## config.mk

```make
export PLATFORM = sky130hd
export DESIGN_NAME = fp_div_sched_flat
export DESIGN_NICKNAME = d
export VERILOG_FILES = /design/src/rtl/fp_div_sched_if.sv /design/src/rtl/fp_div_sched.sv /design/src/flat_wrapper.sv
export SDC_FILE = /design/constraint.sdc
export NUM_CORES = 1
export LEC_CHECK = 0
export CORE_AREA = 2 2 164 166
export CTS_CLUSTER_DIAMETER = 80
export DETAILED_ROUTE_END_ITERATION = 16
export DIE_AREA = 0 0 166 168
export PLACE_DENSITY = 0.73
export SLEW_MARGIN = 15
export SYNTH_ARGS = -nofsm -noshare
export SYNTH_HDL_FRONTEND = slang
export SYNTH_SLANG_ARGS = --single-unit
```

## constraint.sdc

```tcl
create_clock -name clk -period 2.9 [get_ports clk]
set_input_delay 0.435 -clock clk [delete_from_list [all_inputs] [get_ports clk]]
set_output_delay 0.435 -clock clk [all_outputs]
set_load 0.02 [all_outputs]
```

## src/rtl/fp_div_sched_if.sv

```systemverilog
// fp_div_sched_if: bundles every signal between the divider scheduler and
// its environment (requesters, the shared fp_div, the response consumer).
//   master : the environment side; drives requests, divider results and
//            rsp_ready, and observes grants, divider operands and responses.
//   slave  : the scheduler side; the mirror image of master.
// Signal groups:
//   req/req_in1/req_in2/req_rm/gnt          requester arbitration port
//   div_act/div_in1/div_in2/div_round_m     operands driven to the divider
//   div_out/div_ov/div_un/div_inv/div_zero/
//   div_inexact/div_done                    results from the divider
//   rsp_valid/rsp_ready/rsp_id/rsp_out/
//   rsp_flags                               response port
//   busy                                    scheduler not idle
interface fp_div_sched_if #(
  parameter int W    = 32,
  parameter int NREQ = 4,
  parameter int IDW  = 2
);
  logic [NREQ-1:0]   req;
  logic [NREQ*W-1:0] req_in1;
  logic [NREQ*W-1:0] req_in2;
  logic [NREQ*3-1:0] req_rm;
  logic [NREQ-1:0]   gnt;

  logic              div_act;
  logic [W-1:0]      div_in1;
  logic [W-1:0]      div_in2;
  logic [2:0]        div_round_m;
  logic [W-1:0]      div_out;
  logic              div_ov;
  logic              div_un;
  logic              div_inv;
  logic              div_zero;
  logic              div_inexact;
  logic              div_done;

  logic              rsp_valid;
  logic              rsp_ready;
  logic [IDW-1:0]    rsp_id;
  logic [W-1:0]      rsp_out;
  logic [5:0]        rsp_flags;
  logic              busy;

  modport master (
    output req, req_in1, req_in2, req_rm,
    output div_out, div_ov, div_un, div_inv, div_zero, div_inexact, div_done,
    output rsp_ready,
    input  gnt, div_act, div_in1, div_in2, div_round_m,
    input  rsp_valid, rsp_id, rsp_out, rsp_flags, busy
  );

  modport slave (
    input  req, req_in1, req_in2, req_rm,
    input  div_out, div_ov, div_un, div_inv, div_zero, div_inexact, div_done,
    input  rsp_ready,
    output gnt, div_act, div_in1, div_in2, div_round_m,
    output rsp_valid, rsp_id, rsp_out, rsp_flags, busy
  );
endinterface

```

## src/rtl/fp_div_sched.sv

```systemverilog
// fp_div_sched: round-robin scheduler sharing a single fp_div among NREQ
// requesters. One operation is in flight at a time: a request is granted and
// its operands captured, the divider is started with a one-cycle act pulse,
// its done is awaited (with a settle window and a timeout watchdog), and the
// result plus flags are returned over a valid/ready response port.
// Ports:
//   clk  - clock, all logic on posedge
//   rst  - synchronous active-high reset
//   bus  - fp_div_sched_if.slave carrying request, divider and response signals
module fp_div_sched #(
  parameter int W      = 32,
  parameter int NREQ   = 4,
  parameter int IDW    = 2,
  parameter int SETTLE = 2,
  parameter int TMO    = 64,
  parameter int TW     = 7
) (
  input logic           clk,
  input logic           rst,
  fp_div_sched_if.slave bus
);

  typedef enum logic [1:0] {IDLE, ISSUE, WAIT, RESP} state_e;

  state_e            state_q, state_d;
  logic [IDW-1:0]    rr_ptr_q, rr_ptr_d;
  logic [IDW-1:0]    cur_id_q, cur_id_d;
  logic [NREQ-1:0]   gnt_q, gnt_d;
  logic              div_act_q, div_act_d;
  logic [W-1:0]      div_in1_q, div_in1_d;
  logic [W-1:0]      div_in2_q, div_in2_d;
  logic [2:0]        div_round_m_q, div_round_m_d;
  logic [TW-1:0]     cnt_q, cnt_d;
  logic              rsp_valid_q, rsp_valid_d;
  logic [IDW-1:0]    rsp_id_q, rsp_id_d;
  logic [W-1:0]      rsp_out_q, rsp_out_d;
  logic [5:0]        rsp_flags_q, rsp_flags_d;

  logic              found;
  logic [IDW-1:0]    win_id;
  logic [NREQ-1:0]   req_sh;
  logic [NREQ*W-1:0] in1_sh;
  logic [NREQ*W-1:0] in2_sh;
  logic [NREQ*3-1:0] rm_sh;

  // Round-robin search starting just after the last winner. Shifts are used
  // instead of variable bit-selects so that the index width never matters.
  always_comb begin
    int idx;
    found  = 1'b0;
    win_id = '0;
    req_sh = '0;
    idx    = 0;
    for (int i = 1; i <= NREQ; i++) begin
      idx = int'(rr_ptr_q) + i;
      if (idx >= NREQ) idx = idx - NREQ;
      req_sh = bus.req >> idx;
      if (!found && req_sh[0]) begin
        found  = 1'b1;
        win_id = IDW'(idx);
      end
    end
    in1_sh = bus.req_in1 >> (int'(win_id) * W);
    in2_sh = bus.req_in2 >> (int'(win_id) * W);
    rm_sh  = bus.req_rm  >> (int'(win_id) * 3);
  end

  // Next-state and output logic. Every register holds by default; gnt and
  // div_act are pulses and default low. div_act is registered out of ISSUE,
  // so it appears in the first WAIT cycle, where the counter is zero.
  always_comb begin
    state_d       = state_q;
    rr_ptr_d      = rr_ptr_q;
    cur_id_d      = cur_id_q;
    gnt_d         = '0;
    div_act_d     = 1'b0;
    div_in1_d     = div_in1_q;
    div_in2_d     = div_in2_q;
    div_round_m_d = div_round_m_q;
    cnt_d         = cnt_q;
    rsp_valid_d   = rsp_valid_q;
    rsp_id_d      = rsp_id_q;
    rsp_out_d     = rsp_out_q;
    rsp_flags_d   = rsp_flags_q;
    case (state_q)
      IDLE: begin
        if (found) begin
          gnt_d         = NREQ'(1) << win_id;
          div_in1_d     = in1_sh[W-1:0];
          div_in2_d     = in2_sh[W-1:0];
          div_round_m_d = rm_sh[2:0];
          cur_id_d      = win_id;
          rr_ptr_d      = win_id;
          state_d       = ISSUE;
        end
      end
      ISSUE: begin
        div_act_d = 1'b1;
        cnt_d     = '0;
        state_d   = WAIT;
      end
      WAIT: begin
        cnt_d = cnt_q + TW'(1);
        // A done inside the settle window may be left over from the previous
        // operation; a qualified done takes priority over the watchdog.
        if (bus.div_done && (cnt_q >= TW'(SETTLE))) begin
          rsp_out_d   = bus.div_out;
          rsp_flags_d = {1'b0, bus.div_ov, bus.div_un, bus.div_inv,
                         bus.div_zero, bus.div_inexact};
          rsp_id_d    = cur_id_q;
          rsp_valid_d = 1'b1;
          state_d     = RESP;
        end else if (cnt_q >= TW'(TMO)) begin
          rsp_out_d   = W'(32'h7FC0_0000);
          rsp_flags_d = 6'b100100;
          rsp_id_d    = cur_id_q;
          rsp_valid_d = 1'b1;
          state_d     = RESP;
        end
      end
      RESP: begin
        if (bus.rsp_ready) begin
          rsp_valid_d = 1'b0;
          state_d     = IDLE;
        end
      end
      default: state_d = IDLE;
    endcase
  end

  // State register; reset abandons any operation in flight.
  always_ff @(posedge clk) begin
    if (rst) begin
      state_q       <= IDLE;
      rr_ptr_q      <= IDW'(NREQ - 1);
      cur_id_q      <= '0;
      gnt_q         <= '0;
      div_act_q     <= 1'b0;
      div_in1_q     <= '0;
      div_in2_q     <= '0;
      div_round_m_q <= '0;
      cnt_q         <= '0;
      rsp_valid_q   <= 1'b0;
      rsp_id_q      <= '0;
      rsp_out_q     <= '0;
      rsp_flags_q   <= '0;
    end else begin
      state_q       <= state_d;
      rr_ptr_q      <= rr_ptr_d;
      cur_id_q      <= cur_id_d;
      gnt_q         <= gnt_d;
      div_act_q     <= div_act_d;
      div_in1_q     <= div_in1_d;
      div_in2_q     <= div_in2_d;
      div_round_m_q <= div_round_m_d;
      cnt_q         <= cnt_d;
      rsp_valid_q   <= rsp_valid_d;
      rsp_id_q      <= rsp_id_d;
      rsp_out_q     <= rsp_out_d;
      rsp_flags_q   <= rsp_flags_d;
    end
  end

  assign bus.gnt         = gnt_q;
  assign bus.div_act     = div_act_q;
  assign bus.div_in1     = div_in1_q;
  assign bus.div_in2     = div_in2_q;
  assign bus.div_round_m = div_round_m_q;
  assign bus.rsp_valid   = rsp_valid_q;
  assign bus.rsp_id      = rsp_id_q;
  assign bus.rsp_out     = rsp_out_q;
  assign bus.rsp_flags   = rsp_flags_q;
  assign bus.busy        = (state_q != IDLE);

endmodule
```

## src/flat_wrapper.sv

```systemverilog
// flat-port wrapper written by rule: the top's interface ports become plain ports
module fp_div_sched_flat 
#(
  parameter int W      = 32,
  parameter int NREQ   = 4,
  parameter int IDW    = 2,
  parameter int SETTLE = 2,
  parameter int TMO    = 64,
  parameter int TW     = 7
)
  (clk, rst, bus_req, bus_req_in1, bus_req_in2, bus_req_rm, bus_div_out, bus_div_ov, bus_div_un, bus_div_inv, bus_div_zero, bus_div_inexact, bus_div_done, bus_rsp_ready, bus_gnt, bus_div_act, bus_div_in1, bus_div_in2, bus_div_round_m, bus_rsp_valid, bus_rsp_id, bus_rsp_out, bus_rsp_flags, bus_busy);
  fp_div_sched_if #(.W(W), .NREQ(NREQ), .IDW(IDW)) bus_i ();
  input logic clk;
  input logic rst;
  input wire logic [$bits(bus_i.req)-1:0] bus_req;
  input wire logic [$bits(bus_i.req_in1)-1:0] bus_req_in1;
  input wire logic [$bits(bus_i.req_in2)-1:0] bus_req_in2;
  input wire logic [$bits(bus_i.req_rm)-1:0] bus_req_rm;
  input wire logic [$bits(bus_i.div_out)-1:0] bus_div_out;
  input wire logic [$bits(bus_i.div_ov)-1:0] bus_div_ov;
  input wire logic [$bits(bus_i.div_un)-1:0] bus_div_un;
  input wire logic [$bits(bus_i.div_inv)-1:0] bus_div_inv;
  input wire logic [$bits(bus_i.div_zero)-1:0] bus_div_zero;
  input wire logic [$bits(bus_i.div_inexact)-1:0] bus_div_inexact;
  input wire logic [$bits(bus_i.div_done)-1:0] bus_div_done;
  input wire logic [$bits(bus_i.rsp_ready)-1:0] bus_rsp_ready;
  output wire logic [$bits(bus_i.gnt)-1:0] bus_gnt;
  output wire logic [$bits(bus_i.div_act)-1:0] bus_div_act;
  output wire logic [$bits(bus_i.div_in1)-1:0] bus_div_in1;
  output wire logic [$bits(bus_i.div_in2)-1:0] bus_div_in2;
  output wire logic [$bits(bus_i.div_round_m)-1:0] bus_div_round_m;
  output wire logic [$bits(bus_i.rsp_valid)-1:0] bus_rsp_valid;
  output wire logic [$bits(bus_i.rsp_id)-1:0] bus_rsp_id;
  output wire logic [$bits(bus_i.rsp_out)-1:0] bus_rsp_out;
  output wire logic [$bits(bus_i.rsp_flags)-1:0] bus_rsp_flags;
  output wire logic [$bits(bus_i.busy)-1:0] bus_busy;
  assign bus_i.req = bus_req;
  assign bus_i.req_in1 = bus_req_in1;
  assign bus_i.req_in2 = bus_req_in2;
  assign bus_i.req_rm = bus_req_rm;
  assign bus_i.div_out = bus_div_out;
  assign bus_i.div_ov = bus_div_ov;
  assign bus_i.div_un = bus_div_un;
  assign bus_i.div_inv = bus_div_inv;
  assign bus_i.div_zero = bus_div_zero;
  assign bus_i.div_inexact = bus_div_inexact;
  assign bus_i.div_done = bus_div_done;
  assign bus_i.rsp_ready = bus_rsp_ready;
  assign bus_gnt = bus_i.gnt;
  assign bus_div_act = bus_i.div_act;
  assign bus_div_in1 = bus_i.div_in1;
  assign bus_div_in2 = bus_i.div_in2;
  assign bus_div_round_m = bus_i.div_round_m;
  assign bus_rsp_valid = bus_i.rsp_valid;
  assign bus_rsp_id = bus_i.rsp_id;
  assign bus_rsp_out = bus_i.rsp_out;
  assign bus_rsp_flags = bus_i.rsp_flags;
  assign bus_busy = bus_i.busy;
  fp_div_sched #(.W(W), .NREQ(NREQ), .IDW(IDW), .SETTLE(SETTLE), .TMO(TMO), .TW(TW)) u_core (.clk(clk), .rst(rst), .bus(bus_i));
endmodule
```

### Word level (Yosys, flattened, before mapping)

Index checks and enable logic that the tools add are counted.

| storage, ports and cells | value |
|---|---|
| register bits after elaboration | 126 |
| latch bits | 0 |
| RAM bits | 0 |
| ROM bits | 0 |
| input port bits | 313 |
| output and inout bits | 114 |
| word-level logic and storage cells | 91 |
| memories | 0 |

| cells by class | value |
|---|---|
| add/subtract/negate cells | 9 |
| multipliers | 1 |
| divide/modulo/power cells | 0 |
| magnitude comparators | 6 |
| equality and inequality tests | 6 |
| shift operators | 8 |
| multiplexer cells | 29 |
| bitwise logic cells | 2 |
| reduce and logical (&&, ||, !) cells | 17 |

Operators with widths:

| cell | count |
|---|---|
| >> shifter 128 x 7 -> 32 bit | 2 |
| 2-to-1 mux 32 bit | 6 |
| greater-or-equal comparator 32 x 4 -> 1 bit, second input constant | 4 |
| >> shifter 4 x 32 -> 1 bit | 4 |
| subtractor 32 x 4 -> 32 bit, second input constant | 4 |
| >> shifter 12 x 32 -> 3 bit | 1 |
| 2-to-1 mux 2 bit | 10 |
| case mux 7 bit (2 select lines) | 1 |
| 2-to-1 mux 6 bit | 2 |
| 2-to-1 mux 1 bit | 8 |
| case mux 2 bit (4 select lines) | 1 |
| nonzero test 2 bit | 4 |
| adder 7 x 1 -> 7 bit, second input constant | 1 |
| greater-or-equal comparator 7 x 2 -> 1 bit, second input constant | 1 |
| greater-or-equal comparator 7 bit, second input constant | 1 |
| adder 2 x 2 -> 3 bit, second input constant | 2 |
| AND reduction 3 bit | 2 |
| adder 2 x 3 -> 4 bit, second input constant | 1 |
| equality test 2 bit, second input constant | 2 |
| logical AND 1 bit | 4 |
| multiplier 2 x 2 -> 4 bit, second input constant | 1 |
| AND reduction 2 bit | 2 |
| left shift 1 x 2 -> 4 bit, first input constant | 1 |
| adder 2 x 1 -> 3 bit, second input constant | 1 |
| 9 further kinds | 12 |

### Depth between registers and ports, before layout

| logic depth | value |
|---|---|
| depth in word-level cells | 16 |
| mapped depth | 13 |

### Worst setup path before layout

No wires, ideal clock.

| path | value |
|---|---|
| kind | reg-to-reg |
| start point | register u_core.rr_ptr_q[0] |
| end point | register u_core.div_in2_q[25] (netlist: u_core.bus.div_in2[25]) |
| library setup time | 0.126 ns |
| arrival time | 2.740 ns |
| required time | 2.774 ns |
| slack | 0.034 ns |
| cell stages (with the launch flop) | 13 |
| buffers on the path | 4 |
| path through | dfxtp_1 buf_6 inv_1 ha_1 mux2_2 a221o_1 o41a_1 buf_2 o2111ai_2 buf_6 buf_6 a21o_1 o211ai_2 |

| on the way | value |
|---|---|
| word-level cells in the longest chain between the ends | 15 |
| elaborated cells on any way between the ends | 36 |
| classes of those cells | add/sub (8); order compare (4); shift (5); mux (12); reduce/logical (7) |

RTL lines:

| what | line | RTL |
|---|---|---|
| start: declaration | fp_div_sched.sv:26 | `logic [IDW-1:0] rr_ptr_q, rr_ptr_d;` |
| start signal: assignment | fp_div_sched.sv:135 | `rr_ptr_q <= IDW'(NREQ - 1);` |
| start signal: assignment | fp_div_sched.sv:149 | `rr_ptr_q <= rr_ptr_d;` |
| adder 2 x 1 -> 3 bit | fp_div_sched.sv:55 | `idx = int'(rr_ptr_q) + i;` |
| subtractor 32 x 4 -> 32 bit / greater-or-equal comparator 32 x 4 -> 1 bit (equally long branches) | fp_div_sched.sv:56 | `if (idx >= NREQ) idx = idx - NREQ;` |
| 2-to-1 mux 32 bit | fp_div_sched.sv:56 |  |
| >> shifter 4 x 32 -> 1 bit | fp_div_sched.sv:57 | `req_sh = bus.req >> idx;` |
| 2-to-1 mux 1 bit | fp_div_sched.sv:58 | `if (!found && req_sh[0]) begin` |
| zero test 1 bit | fp_div_sched.sv:58 |  |
| logical AND 1 bit | fp_div_sched.sv:58 |  |
| 2-to-1 mux 1 bit | fp_div_sched.sv:58 |  |
| zero test 1 bit | fp_div_sched.sv:58 |  |
| logical AND 1 bit | fp_div_sched.sv:58 |  |
| 2-to-1 mux 1 bit | fp_div_sched.sv:58 |  |
| zero test 1 bit | fp_div_sched.sv:58 |  |
| logical AND 1 bit | fp_div_sched.sv:58 |  |
| 2-to-1 mux 2 bit / 2-to-1 mux 1 bit (equally long branches) | fp_div_sched.sv:58 |  |
| >> shifter 128 x 7 -> 32 bit / AND reduction 2 bit (equally long branches) | - |  |
| end signal: assignment | fp_div_sched.sv:154 | `div_in2_q <= div_in2_d;` |
| end: declaration | fp_div_sched.sv:31 | `logic [W-1:0] div_in2_q, div_in2_d;` |

Several ways; a longest one is shown, not always the timed one.
A chain may end at the register's enable or synchronous reset.

### Final worst setup path

| path | value |
|---|---|
| start point | register u_core.rr_ptr_q[1] |
| end point | register u_core.div_in2_q[3] (netlist: u_core.bus.div_in2[3]) |

The elaborated chain is that of the path after synthesis.

==> out/results.tsv <==
stage	metric	value	unit
global_route	vias in the first global route	8323	
floorplan	I/O pin cnt	427	
synthesis	synthesized area per cell	8.916	um2
place	Placer Congestion	0.8537	
layout	post-layout net count	1542	
global_route	grt ovf	0	
global_route	first-pass GRT wire length	46800	um
setup_path	CP max stage delay	0.45	ns
sta	minimum clock period	2.812	ns
setup_path	CP max FO	19	
synthesis	sequential area share after synthesis	0.3528	
clock_tree	clk root buf	clkbuf_16	
floorplan	Core ar.	26350	um2
clock_tree	Worst-Skew Late Latency	0.42	ns
global_route	largest net degree at the start of global routing	68	
place	IO buf count	426	
clock_tree	CTS Buf Count	17	
synthesis	share of the synthesized area in the top cell type	0.3528	
synthesis	most frequent cell after synthesis	dfxtp_1	
layout	fraction of layout cells with a size suffix above 1	0.1129	
global_route	GR Util All Layers	0.2104	
setup_path	WS Path Type	register to register	
synthesis	synth cell count leaders	dfxtp_1, nand2_1, mux2i_1, nand4_1	
synthesis	Synth async-reset ratio	0	
sta	Peak Freq	355.7	MHz
synthesis	number of synthesized register bits	126	
place	placed cell area	12130	um2
synthesis	cell type with the largest total area after synthesis	dfxtp_1	
place	DP Wirelength	22360	um
synthesis	Syn Std Cell Area	7151	um2
clock_tree	CTS Sinks	126	
power	total leakage power	4.937	nW
status	status	finished, final reports clean	
setup_path	critical path's most frequent cell	buf_12	
power	pwr dens	977.7	nW/um2
route	post-DR vias/cell	5.240	
route	DRC violations left	0	
layout	Final Cell Area	12820	um2
floorplan	Die X	166	um
synthesis	Mapped Nets	1126	
route	First-pass DRT Iterations	5	
global_route	initial antenna violation count	2	
synthesis	Post-synth EDFFs	0	
setup_path	slowest stage cell, crit path	or4_4	
route	1st-iter DRT viols	563	
job	maxcap violations	0	
layout	fin cells	1572	
hold_path	Hold Startpoint	u_core.bus.rsp_id[0]	
setup_path	CP Data Arrival Time	3.14	ns
route	post-route ant nets	0	
synthesis	synth unique cells	55	
setup_path	worst r2r src	u_core.rr_ptr_q[1]	
clock_tree	CTS max path bufs	2	
route	routed vias	8238	
floorplan	Die Span Y	168	um
sta	Setup Skew	0.01219	ns
setup_path	cells along the critical path	inv_1, ha_4, mux2_2, a22o_1, or4_4, o21ai_1, buf_4, nand3_4, buf_12, buf_12, o211ai_1	
sta	RSZ-0062 raised after global routing	no	
synthesis	yosys warns	0	
place	placed cell count	1537	
sta	Worst-Margin Slew	0.9937	ns
power	Max rail drop VDD	0.6138	mV
layout	ANT cells	0	
sta	crit share post-route	0.9695	
floorplan	Initial Util	0.2714	
route	Routed wire per std cell	19.80	um
floorplan	# rows	60	
sta	max_slew headroom	0.3375	
synthesis	prevailing post-synth register cell	dfxtp_1	
clock_tree	htree depth	4	
layout	Area Overhead vs Synth	79.26	%
clock_tree	TritonCTS clock tree	done	
synthesis	Mapped Cells	802	
sta	Pins Over Slew Limit	0	
hold_path	worst hold path type	register to register	
setup_path	startpoint class of the critical path	register	
route	DRT Wirelength	31120	um
setup_path	CP required	3.23	ns
synthesis	synth top area cells	dfxtp_1, mux2i_1, a21o_1	
setup_path	Critical Path Source	u_core.rr_ptr_q[1]	
setup_path	Worst setup EP type	register	
sta	Fin. Hold Viols	0	
floorplan	die area	27890	um2
sta	setup violators final	0	
clock_tree	Reg clk slew, reported paths	0.06	ns
layer usage:
metal	part of all wire	global-route usage	up-vias
met3	0.078	0.05430	49
met5	0.00039	0	-
met2	0.48	0.3650	385
met1	0.42	0.2540	3905
li1	-	-	3897
met4	0.023	0.06919	2
state kept, by name, indices dropped and copies added (netlist names):
name	count
u_core.bus.rsp_id	2
u_core.cnt_q	7
u_core.bus.rsp_valid	1
u_core.bus.rsp_flags	6
u_core.cur_id_q	2
u_core.rr_ptr_q	2
u_core.bus.div_round_m	3
u_core.state_q	2
u_core.bus.rsp_out	32
u_core.bus.div_in2	32
u_core.bus.gnt	4
u_core.bus.div_act	1
u_core.bus.div_in1	32
power breakdown:
| part | switching (mW) | leakage, nW | internal [mW] |
|---|---|---|---|
| sequential | 0.177 | 1.03 | 2.10 |
| clock | 0.973 | 0.282 | 1.23 |
| combinational | 4.40 | 3.63 | 3.66 |
| total | 5.55 | 4.94 | 6.98 |
stage by stage:
stage            util  setup slack, ns  total power [mW]  hold slack, ns  TNS (ns)
3_5_place_dp   0.4604          -0.2545             10.23          0.4541    -8.723
6_report       0.4865          0.08839             12.53          0.4603         0
5_1_grt        0.4865         0.003954             13.21          0.4743         0
4_1_cts        0.4829          0.06238             12.47          0.4631         0
2_1_floorplan       -          0.03410             7.096          0.4321         0
3_3_place_gp   0.4604          -0.1930             10.15          0.4472    -4.999
cell usage in the layout (no fill, tap or decap), types with 6 or more instances in the layout:
| cell | count |
|---|---|
| ha_1 | 10 |
| a21o_1 | 68 |
| a21oi_1 | 9 |
| clkdlybuf4s50_1 | 426 |
| o211ai_2 | 18 |
| inv_1 | 8 |
| mux2i_1 | 70 |
| o221a_2 | 10 |
| inv_6 | 6 |
| nand4_1 | 69 |
| nand2_1 | 79 |
| o211ai_1 | 50 |
| nor2_1 | 45 |
| buf_4 | 36 |
| dfxtp_1 | 126 |
| a22oi_1 | 27 |
| o31ai_1 | 68 |
| clkbuf_16 | 19 |
| buf_12 | 19 |
cell type report:
class | instances | area [um2]
sequential | 126 | 2522
tap | 341 | 426.7
clock inverter | 15 | 166.4
timing repair buffer | 484 | 4976
inverter | 8 | 30.03
clock buffer | 17 | 425.4
multi-input combinational | 581 | 4272
fill | 2469 | 13530
cell families (layout without fill, tap and decap cells):
group / after synthesis / after routing / share of synthesized area
AND/OR/NAND/NOR: 217 / 217 / 0.1486
XOR/XNOR: 4 / 4 / 0.004900
flip-flops: 126 / 126 / 0.3528
AO/OA/AOI/OAI: 273 / 273 / 0.3015
adder cells (fa/ha/maj): 11 / 11 / 0.01925
multiplexers: 76 / 76 / 0.1087
buffers and inverters: 95 / 524 / 0.06439
final timing paths:
check | endpoint | slack, ns | cells after the start
worst min register to register | u_core.bus.rsp_id[0] | 0.46 | 2
worst max-delay path | u_core.bus.div_in2[3] | 0.09 | 11
worst min-delay path | u_core.bus.rsp_id[0] | 0.46 | 2
worst max register to register | u_core.bus.div_in2[3] | 0.09 | 11
worst max-delay path, delay by kind of cell (launching register included):
kind            cells  cell delay [ns]
flops               1             0.33
compound gates      3             0.59
mux                 1             0.36
simple gates        2             0.53
buf+inv             4             0.61
fa+ha+maj           1             0.30
what timing repair did:
item / CTS / global route
hold buffers: 0 / 0
gates resized for setup: 0 / 4
setup buffers: 0 / 1
endpoints found under the setup margin: 0 / 62
Power figures use the tool's default switching activity.
